[config.mk]
export PLATFORM = sky130hd
export DESIGN_NAME = wavegen_instr_stream_flat
export DESIGN_NICKNAME = d
export VERILOG_FILES = /design/src/rtl/wavegen_instr_stream_if.sv /design/src/rtl/wavegen_instr_stream.sv /design/src/flat_wrapper.sv
export SDC_FILE = /design/constraint.sdc
export NUM_CORES = 1
export LEC_CHECK = 0
export ABC_AREA = 1
export CAP_MARGIN = 20
export CORE_AREA = 8 8 321 323
export DETAILED_ROUTE_END_ITERATION = 10
export DIE_AREA = 0 0 329 331
export PLACE_DENSITY = 0.43
export REMOVE_ABC_BUFFERS = 1
export SYNTH_ARGS = -nofsm -noshare
export SYNTH_HDL_FRONTEND = slang
export SYNTH_SLANG_ARGS = --single-unit
[constraint.sdc]
create_clock -name clk -period 9.66 [get_ports clk]
set_input_delay 2.415 -clock clk [delete_from_list [all_inputs] [get_ports clk]]
set_output_delay 2.415 -clock clk [all_outputs]
set_load 0.005 [all_outputs]
[src/rtl/wavegen_instr_stream_if.sv]
`default_nettype none
// ============================================================================
// Module   : wavegen_instr_stream_if
// Summary  : Memory read port plus AXI-Stream output of the instruction stream.
// Revision : 1.0
// ============================================================================
interface wavegen_instr_stream_if #(
   parameter int ADDR_W  = 33,
   parameter int INSTR_W = 128,
   parameter int OUT_W   = 32
);
   logic               rd_valid;
   logic [ADDR_W-1:0]  rd_addr;
   logic [INSTR_W-1:0] rd_data;
   logic               rd_ack;
   logic               axis_ready;
   logic [OUT_W-1:0]   axis_data;
   logic               axis_valid;
   logic               axis_last;

   modport master (
      output rd_valid, rd_addr, axis_data, axis_valid, axis_last,
      input  rd_data, rd_ack, axis_ready
   );

   modport slave (
      input  rd_valid, rd_addr, axis_data, axis_valid, axis_last,
      output rd_data, rd_ack, axis_ready
   );
endinterface
`default_nettype wire

[src/rtl/wavegen_instr_stream.sv]
`default_nettype none
// ============================================================================
// Module   : wavegen_instr_stream
// Summary  : Sequential instruction fetch into a prefetch FIFO, serialised
//            onto an AXI-Stream output in configurable beat order.
// Revision : 1.0
// ============================================================================
module wavegen_instr_stream #(
   parameter int ADDR_W     = 33,
   parameter int INSTR_W    = 128,
   parameter int OUT_W      = 32,
   parameter int FIFO_DEPTH = 4,
   parameter int ADDR_STEP  = 16,
   parameter int LSB_FIRST  = 1
)(
   input  logic                   clk,
   input  logic                   rst,
   input  logic                   start,
   input  logic                   stop,
   input  logic [ADDR_W-1:0]      start_addr,
   wavegen_instr_stream_if.master bus,
   output logic                   busy,
   output logic                   done
);

   localparam int BPI    = INSTR_W / OUT_W;
   localparam int BEAT_W = (BPI > 1) ? $clog2(BPI) : 1;
   localparam int PTR_W  = $clog2(FIFO_DEPTH);
   localparam int CNT_W  = PTR_W + 1;

   localparam logic [BEAT_W-1:0] LAST_BEAT = BEAT_W'(BPI - 1);
   localparam logic [CNT_W-1:0]  FULL_CNT  = CNT_W'(FIFO_DEPTH);

   localparam logic [1:0] ST_IDLE  = 2'd0;
   localparam logic [1:0] ST_REQ   = 2'd1;
   localparam logic [1:0] ST_DRAIN = 2'd2;

   logic [1:0]         r_state;
   logic [1:0]         w_next_state;
   logic               r_start_d;
   logic [ADDR_W-1:0]  r_addr;

   logic [INSTR_W-1:0] r_mem [FIFO_DEPTH];
   logic [PTR_W-1:0]   r_wr_ptr;
   logic [PTR_W-1:0]   r_rd_ptr;
   logic [CNT_W-1:0]   r_count;

   logic [INSTR_W-1:0] r_shift;
   logic [BEAT_W-1:0]  r_beat;
   logic               r_svalid;
   logic               r_send;
   logic [BEAT_W-1:0]  w_slice;

   logic               w_start_edge;
   logic               w_fifo_empty;
   logic               w_push;
   logic               w_pop;
   logic               w_hs;
   logic               w_last_beat;

   assign w_start_edge = start & ~r_start_d;
   assign w_fifo_empty = (r_count == '0);
   assign w_hs         = r_svalid & bus.axis_ready;
   assign w_last_beat  = (r_beat == LAST_BEAT);
   // rd_valid is only ever high in REQ, so acks arriving in IDLE/DRAIN are dropped
   assign w_push       = bus.rd_valid & bus.rd_ack & ~stop;
   assign w_pop        = ~w_fifo_empty & (~r_svalid | (w_hs & w_last_beat)) & ~stop;

   // ------------------------------------------------------------------------
   // Fetch FSM
   // ------------------------------------------------------------------------
   always_ff @(posedge clk) begin
      if (rst) begin
         r_state <= ST_IDLE;
      end else begin
         r_state <= w_next_state;
      end
   end

   always_comb begin
      w_next_state = r_state;
      if (stop) begin
         w_next_state = ST_IDLE;
      end else begin
         case (r_state)
            ST_IDLE:  if (w_start_edge) w_next_state = ST_REQ;
            ST_REQ:   if (w_push && bus.rd_data[INSTR_W-1]) w_next_state = ST_DRAIN;
            ST_DRAIN: if (w_fifo_empty && !r_svalid) w_next_state = ST_IDLE;
            default:  w_next_state = ST_IDLE;
         endcase
      end
   end

   always_comb begin
      bus.rd_valid = 1'b0;
      busy         = 1'b0;
      done         = 1'b0;
      case (r_state)
         ST_REQ: begin
            busy         = 1'b1;
            bus.rd_valid = (r_count < FULL_CNT);
         end
         ST_DRAIN: begin
            busy = 1'b1;
            done = w_fifo_empty & ~r_svalid;
         end
         default: ;
      endcase
   end

   always_ff @(posedge clk) begin
      if (rst) begin
         r_start_d <= 1'b0;
         r_addr    <= '0;
      end else begin
         r_start_d <= start;
         if (!stop) begin
            if (r_state == ST_IDLE && w_start_edge) begin
               r_addr <= start_addr;
            end else if (w_push && !bus.rd_data[INSTR_W-1]) begin
               r_addr <= r_addr + ADDR_W'(ADDR_STEP);
            end
         end
      end
   end

   assign bus.rd_addr = r_addr;

   // ------------------------------------------------------------------------
   // Prefetch FIFO (power-of-two depth, pointers wrap naturally)
   // ------------------------------------------------------------------------
   always_ff @(posedge clk) begin
      if (w_push) begin
         r_mem[r_wr_ptr] <= bus.rd_data;
      end
   end

   always_ff @(posedge clk) begin
      if (rst || stop) begin
         r_wr_ptr <= '0;
         r_rd_ptr <= '0;
         r_count  <= '0;
      end else begin
         if (w_push) r_wr_ptr <= r_wr_ptr + 1'b1;
         if (w_pop)  r_rd_ptr <= r_rd_ptr + 1'b1;
         case ({w_push, w_pop})
            2'b10:   r_count <= r_count + 1'b1;
            2'b01:   r_count <= r_count - 1'b1;
            default: ;
         endcase
      end
   end

   // ------------------------------------------------------------------------
   // Serializer: reloads on the final beat's handshake to avoid a bubble
   // ------------------------------------------------------------------------
   always_ff @(posedge clk) begin
      if (rst || stop) begin
         r_shift  <= '0;
         r_beat   <= '0;
         r_svalid <= 1'b0;
         r_send   <= 1'b0;
      end else if (w_pop) begin
         r_shift  <= r_mem[r_rd_ptr];
         r_beat   <= '0;
         r_svalid <= 1'b1;
         r_send   <= r_mem[r_rd_ptr][INSTR_W-1];
      end else if (w_hs) begin
         if (w_last_beat) begin
            r_svalid <= 1'b0;
         end else begin
            r_beat <= r_beat + 1'b1;
         end
      end
   end

   generate
      if (LSB_FIRST != 0) begin : g_lsb_first
         assign w_slice = r_beat;
      end else begin : g_msb_first
         assign w_slice = LAST_BEAT - r_beat;
      end
   endgenerate

   assign bus.axis_data  = r_shift[w_slice*OUT_W +: OUT_W];
   assign bus.axis_valid = r_svalid;
   assign bus.axis_last  = r_svalid & r_send & w_last_beat;

endmodule
`default_nettype wire

[src/flat_wrapper.sv]
// flat-port wrapper written by rule: the top's interface ports become plain ports
module wavegen_instr_stream_flat 
#(
   parameter int ADDR_W     = 33,
   parameter int INSTR_W    = 128,
   parameter int OUT_W      = 32,
   parameter int FIFO_DEPTH = 4,
   parameter int ADDR_STEP  = 16,
   parameter int LSB_FIRST  = 1
)
  (clk, rst, start, stop, start_addr, busy, done, bus_rd_valid, bus_rd_addr, bus_axis_data, bus_axis_valid, bus_axis_last, bus_rd_data, bus_rd_ack, bus_axis_ready);
  wavegen_instr_stream_if #(.ADDR_W(ADDR_W), .INSTR_W(INSTR_W), .OUT_W(OUT_W)) bus_i ();
  input  logic clk;
  input  logic rst;
  input  logic start;
  input  logic stop;
  input  logic [ADDR_W-1:0] start_addr;
  output logic busy;
  output logic done;
  output wire logic [$bits(bus_i.rd_valid)-1:0] bus_rd_valid;
  output wire logic [$bits(bus_i.rd_addr)-1:0] bus_rd_addr;
  output wire logic [$bits(bus_i.axis_data)-1:0] bus_axis_data;
  output wire logic [$bits(bus_i.axis_valid)-1:0] bus_axis_valid;
  output wire logic [$bits(bus_i.axis_last)-1:0] bus_axis_last;
  input wire logic [$bits(bus_i.rd_data)-1:0] bus_rd_data;
  input wire logic [$bits(bus_i.rd_ack)-1:0] bus_rd_ack;
  input wire logic [$bits(bus_i.axis_ready)-1:0] bus_axis_ready;
  assign bus_rd_valid = bus_i.rd_valid;
  assign bus_rd_addr = bus_i.rd_addr;
  assign bus_axis_data = bus_i.axis_data;
  assign bus_axis_valid = bus_i.axis_valid;
  assign bus_axis_last = bus_i.axis_last;
  assign bus_i.rd_data = bus_rd_data;
  assign bus_i.rd_ack = bus_rd_ack;
  assign bus_i.axis_ready = bus_axis_ready;
  wavegen_instr_stream #(.ADDR_W(ADDR_W), .INSTR_W(INSTR_W), .OUT_W(OUT_W), .FIFO_DEPTH(FIFO_DEPTH), .ADDR_STEP(ADDR_STEP), .LSB_FIRST(LSB_FIRST)) u_core (.clk(clk), .rst(rst), .start(start), .stop(stop), .start_addr(start_addr), .bus(bus_i), .busy(busy), .done(done));
endmodule
Word-level counts from Yosys, hierarchy flattened

Memories as Yosys holds them, arrays and structs flattened. A register that Yosys moved wholly into a read port is not among the register bits.
Index checks and enable logic that the tools add are counted.

Flip-flop bits (word level): 175
Bits in latches: 0
Memory bits (writable): 512
Bits in read-only memories: 0
Output and inout bits: 70
Word-level logic and storage cells: 80
Memories kept: 1

Memory list:

| memory       | depth | bits a word | read ports | clocked after memory_dff | wr ports | RTL line                   | source |
|---|---|---|---|---|---|---|---|
| u_core.r_mem | 4     | 128         | 1          | 1                        | 1        | wavegen_instr_stream.sv:43 | `logic [INSTR_W-1:0] r_mem [FIFO_DEPTH];` |

Add/sub/neg operators: 6
Multiply operators: 0
Divide/modulo/power cells: 0
$lt $le $gt $ge: 1
Equal/unequal tests: 8
Shifts and indexed selects: 1
Muxes and demuxes: 17
Bitwise operators: 16
Reductions and logical operators: 20

Operators with widths:

| kind                    | number |
|---|---|
| $shiftx A128 B8 Y32     | 1 |
| $mux W33                | 2 |
| $add A33 B5 Y33 const B | 1 |
| $and A1 B1 Y1           | 10 |
| $mux W2                 | 5 |
| $mux W1                 | 8 |
| $reduce_bool A2 Y1      | 4 |
| $add A2 B1 Y2 const B   | 3 |
| $eq A2 B2 Y1 const B    | 3 |
| $ne A2 B1 Y1 const B    | 3 |
| $pmux W2 S3             | 1 |
| $pmux W3 S2             | 1 |
| $reduce_and A2 Y1       | 3 |
| $reduce_or A2 Y1        | 3 |
| $not A1 Y1              | 5 |
| $eq A2 B1 Y1 const B    | 2 |
| $logic_and A1 B1 Y1     | 4 |
| $add A3 B1 Y3 const B   | 1 |
| $logic_not A3 Y1        | 1 |
| $lt A3 B3 Y1 const B    | 1 |
| $reduce_and A3 Y1       | 1 |
| $sub A3 B1 Y3 const B   | 1 |
| $logic_not A1 Y1        | 2 |
| $logic_not A2 Y1        | 1 |
| 2 further kinds         | 2 |

Longest topological paths before layout

Depth in word-level cells: 7
Gate-level depth with buffers: 13

Least setup slack after synthesis

Ideal clock, no wire load.

Path kind: input to register
Start point: input port stop
End point: memory u_core.r_mem[0][0] (enable)
Arrival: 8.011 ns
Data required time: 9.043 ns
Path slack: 1.031 ns
Cell stages on the path: 3
Path buffers: 0
Path through: inv_1 > nand3_2 > nor2_1

Longest elaborated chain between the ends: 4

Ends and longest elaborated chain:

| what                          | RTL line                    | source |
|---|---|---|
| start, declared               | flat_wrapper.sv:16          | `input logic stop;` |
| $not A1 Y1 (no line)          | -                           |  |
| $and A1 B1 Y1                 | wavegen_instr_stream.sv:66  | `assign w_push = bus.rd_valid & bus.rd_ack & ~stop;` |
| $mux W1                       | wavegen_instr_stream.sv:133 | `if (w_push) begin` |
| $mux W1 (implied by the code) | wavegen_instr_stream.sv:134 | `r_mem[r_wr_ptr] <= bus.rd_data;` |
| end, declared                 | wavegen_instr_stream.sv:43  |  |

Every way passes these cells.

Worst setup path after layout

Start point: register u_core.r_beat[0]
End point: output port bus_axis_data[3]

Longest elaborated chain between the ends: 1

Ends and longest elaborated chain:

| what                   | RTL line                    | source |
|---|---|---|
| start, declared        | wavegen_instr_stream.sv:49  | `logic [BEAT_W-1:0] r_beat;` |
| start signal, assigned | wavegen_instr_stream.sv:172 | `r_beat <= r_beat + 1'b1;` |
| $shiftx A128 B8 Y32    | wavegen_instr_stream.sv:185 | `assign bus.axis_data = r_shift[w_slice*OUT_W +: OUT_W];` |
| end, declared          | flat_wrapper.sv:22          | `output wire logic [$bits(bus_i.axis_data)-1:0] bus_axis_data;` |

Every way passes these cells.

==> flow_summary.json <==
{
  "cp-start-kind": "flip-flop",
  "fin_skew_ps": 18.4,
  "clk_pin_slew_worst_paths_ps": 60,
  "yosysSeqAreaShare_pct": 69.6,
  "synth_seq_cells": 688,
  "worstMarginPinSlew_ps": 1030,
  "synth_compound_area_share_pct": 12.5,
  "synth_cell_types": 38,
  "clk_latency_ps": 640,
  "dpl.hpwl_mm": 42.9,
  "path_depth": 5,
  "worstPathCellList": "clkinv_2, buf_4, o21ai_0, o22ai_1, clkdlybuf4s50_1",
  "regArea_sq_um": 18900,
  "synthCells": 2463,
  "cts_made_buffers": 82,
  "hold_depth": 2,
  "num_vias": 18900,
  "min_period_over_period_pct": 66.6,
  "grt_pass1_wl_mm": 119,
  "final_cell_mix": "785 x nor2_1, 512 x edfxtp_1, 361 x o21ai_0, 236 x clkdlybuf4s50_1, 172 x dfxtp_1",
  "drv_cap": 0,
  "yosys_most_used_dff": "edfxtp_1",
  "vdd_ir_drop_max_v": 0.000105,
  "max-slew-margin-rel_pct": 30.9,
  "min_path_type": "reg -> reg",
  "p_leak_nw": 11.0,
  "cp_slowest_stage_delay_ps": 970,
  "synth_simple_gate_area_share_pct": 13.9,
  "setup_tns_ps": 0,
  "worstPathRequired_ps": 7250,
  "drtPass1Iterations": 6,
  "ant_nets": 0,
  "start_util_pct": 27.8,
  "yosysWarnings": 0,
  "fillerInstances": 9574,
  "max_freq_mhz": 155,
  "crit_type": "reg -> out",
  "postLayoutCoreUtil_pct": 34.2,
  "hold_viol_final": 0,
  "setup_violations": 0,
  "critPathMaxFanout": 67,
  "critPathSlowestCell": "dfxtp_4",
  "io_pins": 237,
  "area_growth_pct": 23.1,
  "nNetsFinal": 2822,
  "wirelength_mm": 79.1,
  "vias_per_cell": 4.72,
  "cts_tree": "built",
  "multi_input_area_sq_um": 7390,
  "post_cts_buffers": 0,
  "drive_gt1_share_pct": 5.94,
  "gp_congestion": 0.818,
  "syn_area_sq_um": 27100,
  "synth_area_per_cell_sq_um": 11.0,
  "overflow": 0,
  "finalCriticalPeriod_ps": 6440,
  "dieArea_sq_um": 109000,
  "die_w_microns": 329,
  "synth_xor_area_share_pct": 0.0323,
  "io_buffers": 236,
  "final_common_cell": "nor2_1",
  "track_usage_pct": 14.2,
  "core_area_sq_um": 97700,
  "crit_buf_inv": 3,
  "reg2regPathDepth": 8,
  "cts_max_level": 3,
  "drtIter0Drc": 1158,
  "cts_hold_buffers": 0,
  "synth_adder_area_share_pct": 0.581,
  "rows": 115,
  "ctsResizeCount": 0,
  "drc": 0,
  "wire_per_inst_microns": 19.7,
  "outcome": "finished clean",
  "clock_path_buffers": 3,
  "drv_slew": 0,
  "rsz0062_at_grt": "false",
  "synth_enable_flop_cells": 512,
  "cts.sinks": 688,
  "die_y_microns": 331,
  "root_buffer": "clkbuf_16",
  "worstSetupEndpointType": "primary output",
  "reg2reg_slack_ps": 5480,
  "power_density_nw_per_um2": 194,
  "synth_top_family_by_area": "simple AND/OR/NAND/NOR gates",
  "cp.arrival_ps": 4020,
  "grt_start_max_net_pins": 129,
  "antenna_found_initial": 11,
  "muxShareOfSynthArea_pct": 0,
  "cp_top_family": "buffers and inverters",
  "first_global_vias": 19000,
  "async_reset_ff_share_pct": 0
}
-- final cells by class --
cell class	instances	area share [%]
tap	1287	4.82
multi-input combinational	1568	22.1
inverter	48	0.573
antenna	6	0.0449
sequential	688	56.6
timing repair buffer	255	7.71
clock inverter	43	1.44
clock buffer	110	6.70
-- tightest hold or removal path: cells and delay by family (launching register included) --
family | cells | cell delay (ps)
DFF | 1 | 320
and+or+nand+nor | 2 | 130
-- registers in the layout, indices dropped and copies added, names as in the netlist, named ones only --
signal and cells:
u_core.r_start_d 1, u_core.bus.axis_valid 1, u_core.r_count 3, u_core.r_mem 512
u_core.r_rd_ptr 2, u_core.r_wr_ptr 2, u_core.r_state 2, u_core.r_send 1
u_core.r_beat 2, u_core.bus.rd_addr 33, u_core.r_shift 127
-- per-stage QoR --
stage	cell area, sq um	cells	power, mW	worst slack, ps	hold slack (ps)
2_1_floorplan	26400	2304	3.33	-821	444
3_3_place_gp	30700	3845	3.47	3660	467
3_5_place_dp	30700	3845	3.47	3630	476
4_1_cts	33400	3998	6.59	3130	489
5_1_grt	33400	3999	6.71	3010	524
6_report	33400	4005	6.48	3220	483
-- layer usage --
layer / GRT usage [%] / routed length (microns) / part of all wire (%) / vias to the layer above
li1: - / - / - / 9118
met2: 24.1 / 37500 / 47 / 399
met4: 3.37 / 1630 / 2.1 / 6
met1: 18.1 / 35600 / 45 / 9271
met5: 0 / 34 / 0.043 / -
met3: 3.53 / 4260 / 5.4 / 119
-- Yosys cell counts, drive strengths merged (30+ instances only) --
| cell type | number | share of area [%] |
|---|---|---|
| nand3 | 30 | 0.59 |
| o32ai | 128 | 4.1 |
| inv | 47 | 0.65 |
| o22ai | 32 | 0.74 |
| nand2 | 153 | 2.1 |
| edfxtp | 512 | 57 |
| a21oi | 37 | 0.68 |
| buf | 63 | 1.3 |
| clkbuf | 96 | 1.3 |
| dfxtp | 176 | 13 |
| nor2 | 790 | 11 |
| o21ai | 361 | 6.7 |
-- kinds of logic after synthesis --
kind of cell	Yosys count
DFF	688
and+or+nand+nor	986
AOI/OAI and AO/OA	569
adders and majority gates	12
buffers and inverters	207
xor gates and xnor gates	1
-- path summary, 6_finish.rpt --
path / startpoint / to
worst max-delay path: u_core.r_beat[0] / bus_axis_data[3]
worst max register to register: u_core.r_beat[0] / u_core.r_shift[57]
worst min register to register: u_core.bus.rd_addr[2] / u_core.bus.rd_addr[2]
worst min-delay path: u_core.bus.rd_addr[2] / u_core.bus.rd_addr[2]
-- power breakdown --
| part | switching [mW] | total (mW) | internal, mW |
|---|---|---|---|
| registers | 0.0132 | 3.20 | 3.19 |
| logic | 0.106 | 0.203 | 0.0978 |
| clock network | 1.24 | 3.07 | 1.83 |
| total | 1.36 | 6.48 | 5.12 |
Power figures use the tool's default switching activity.
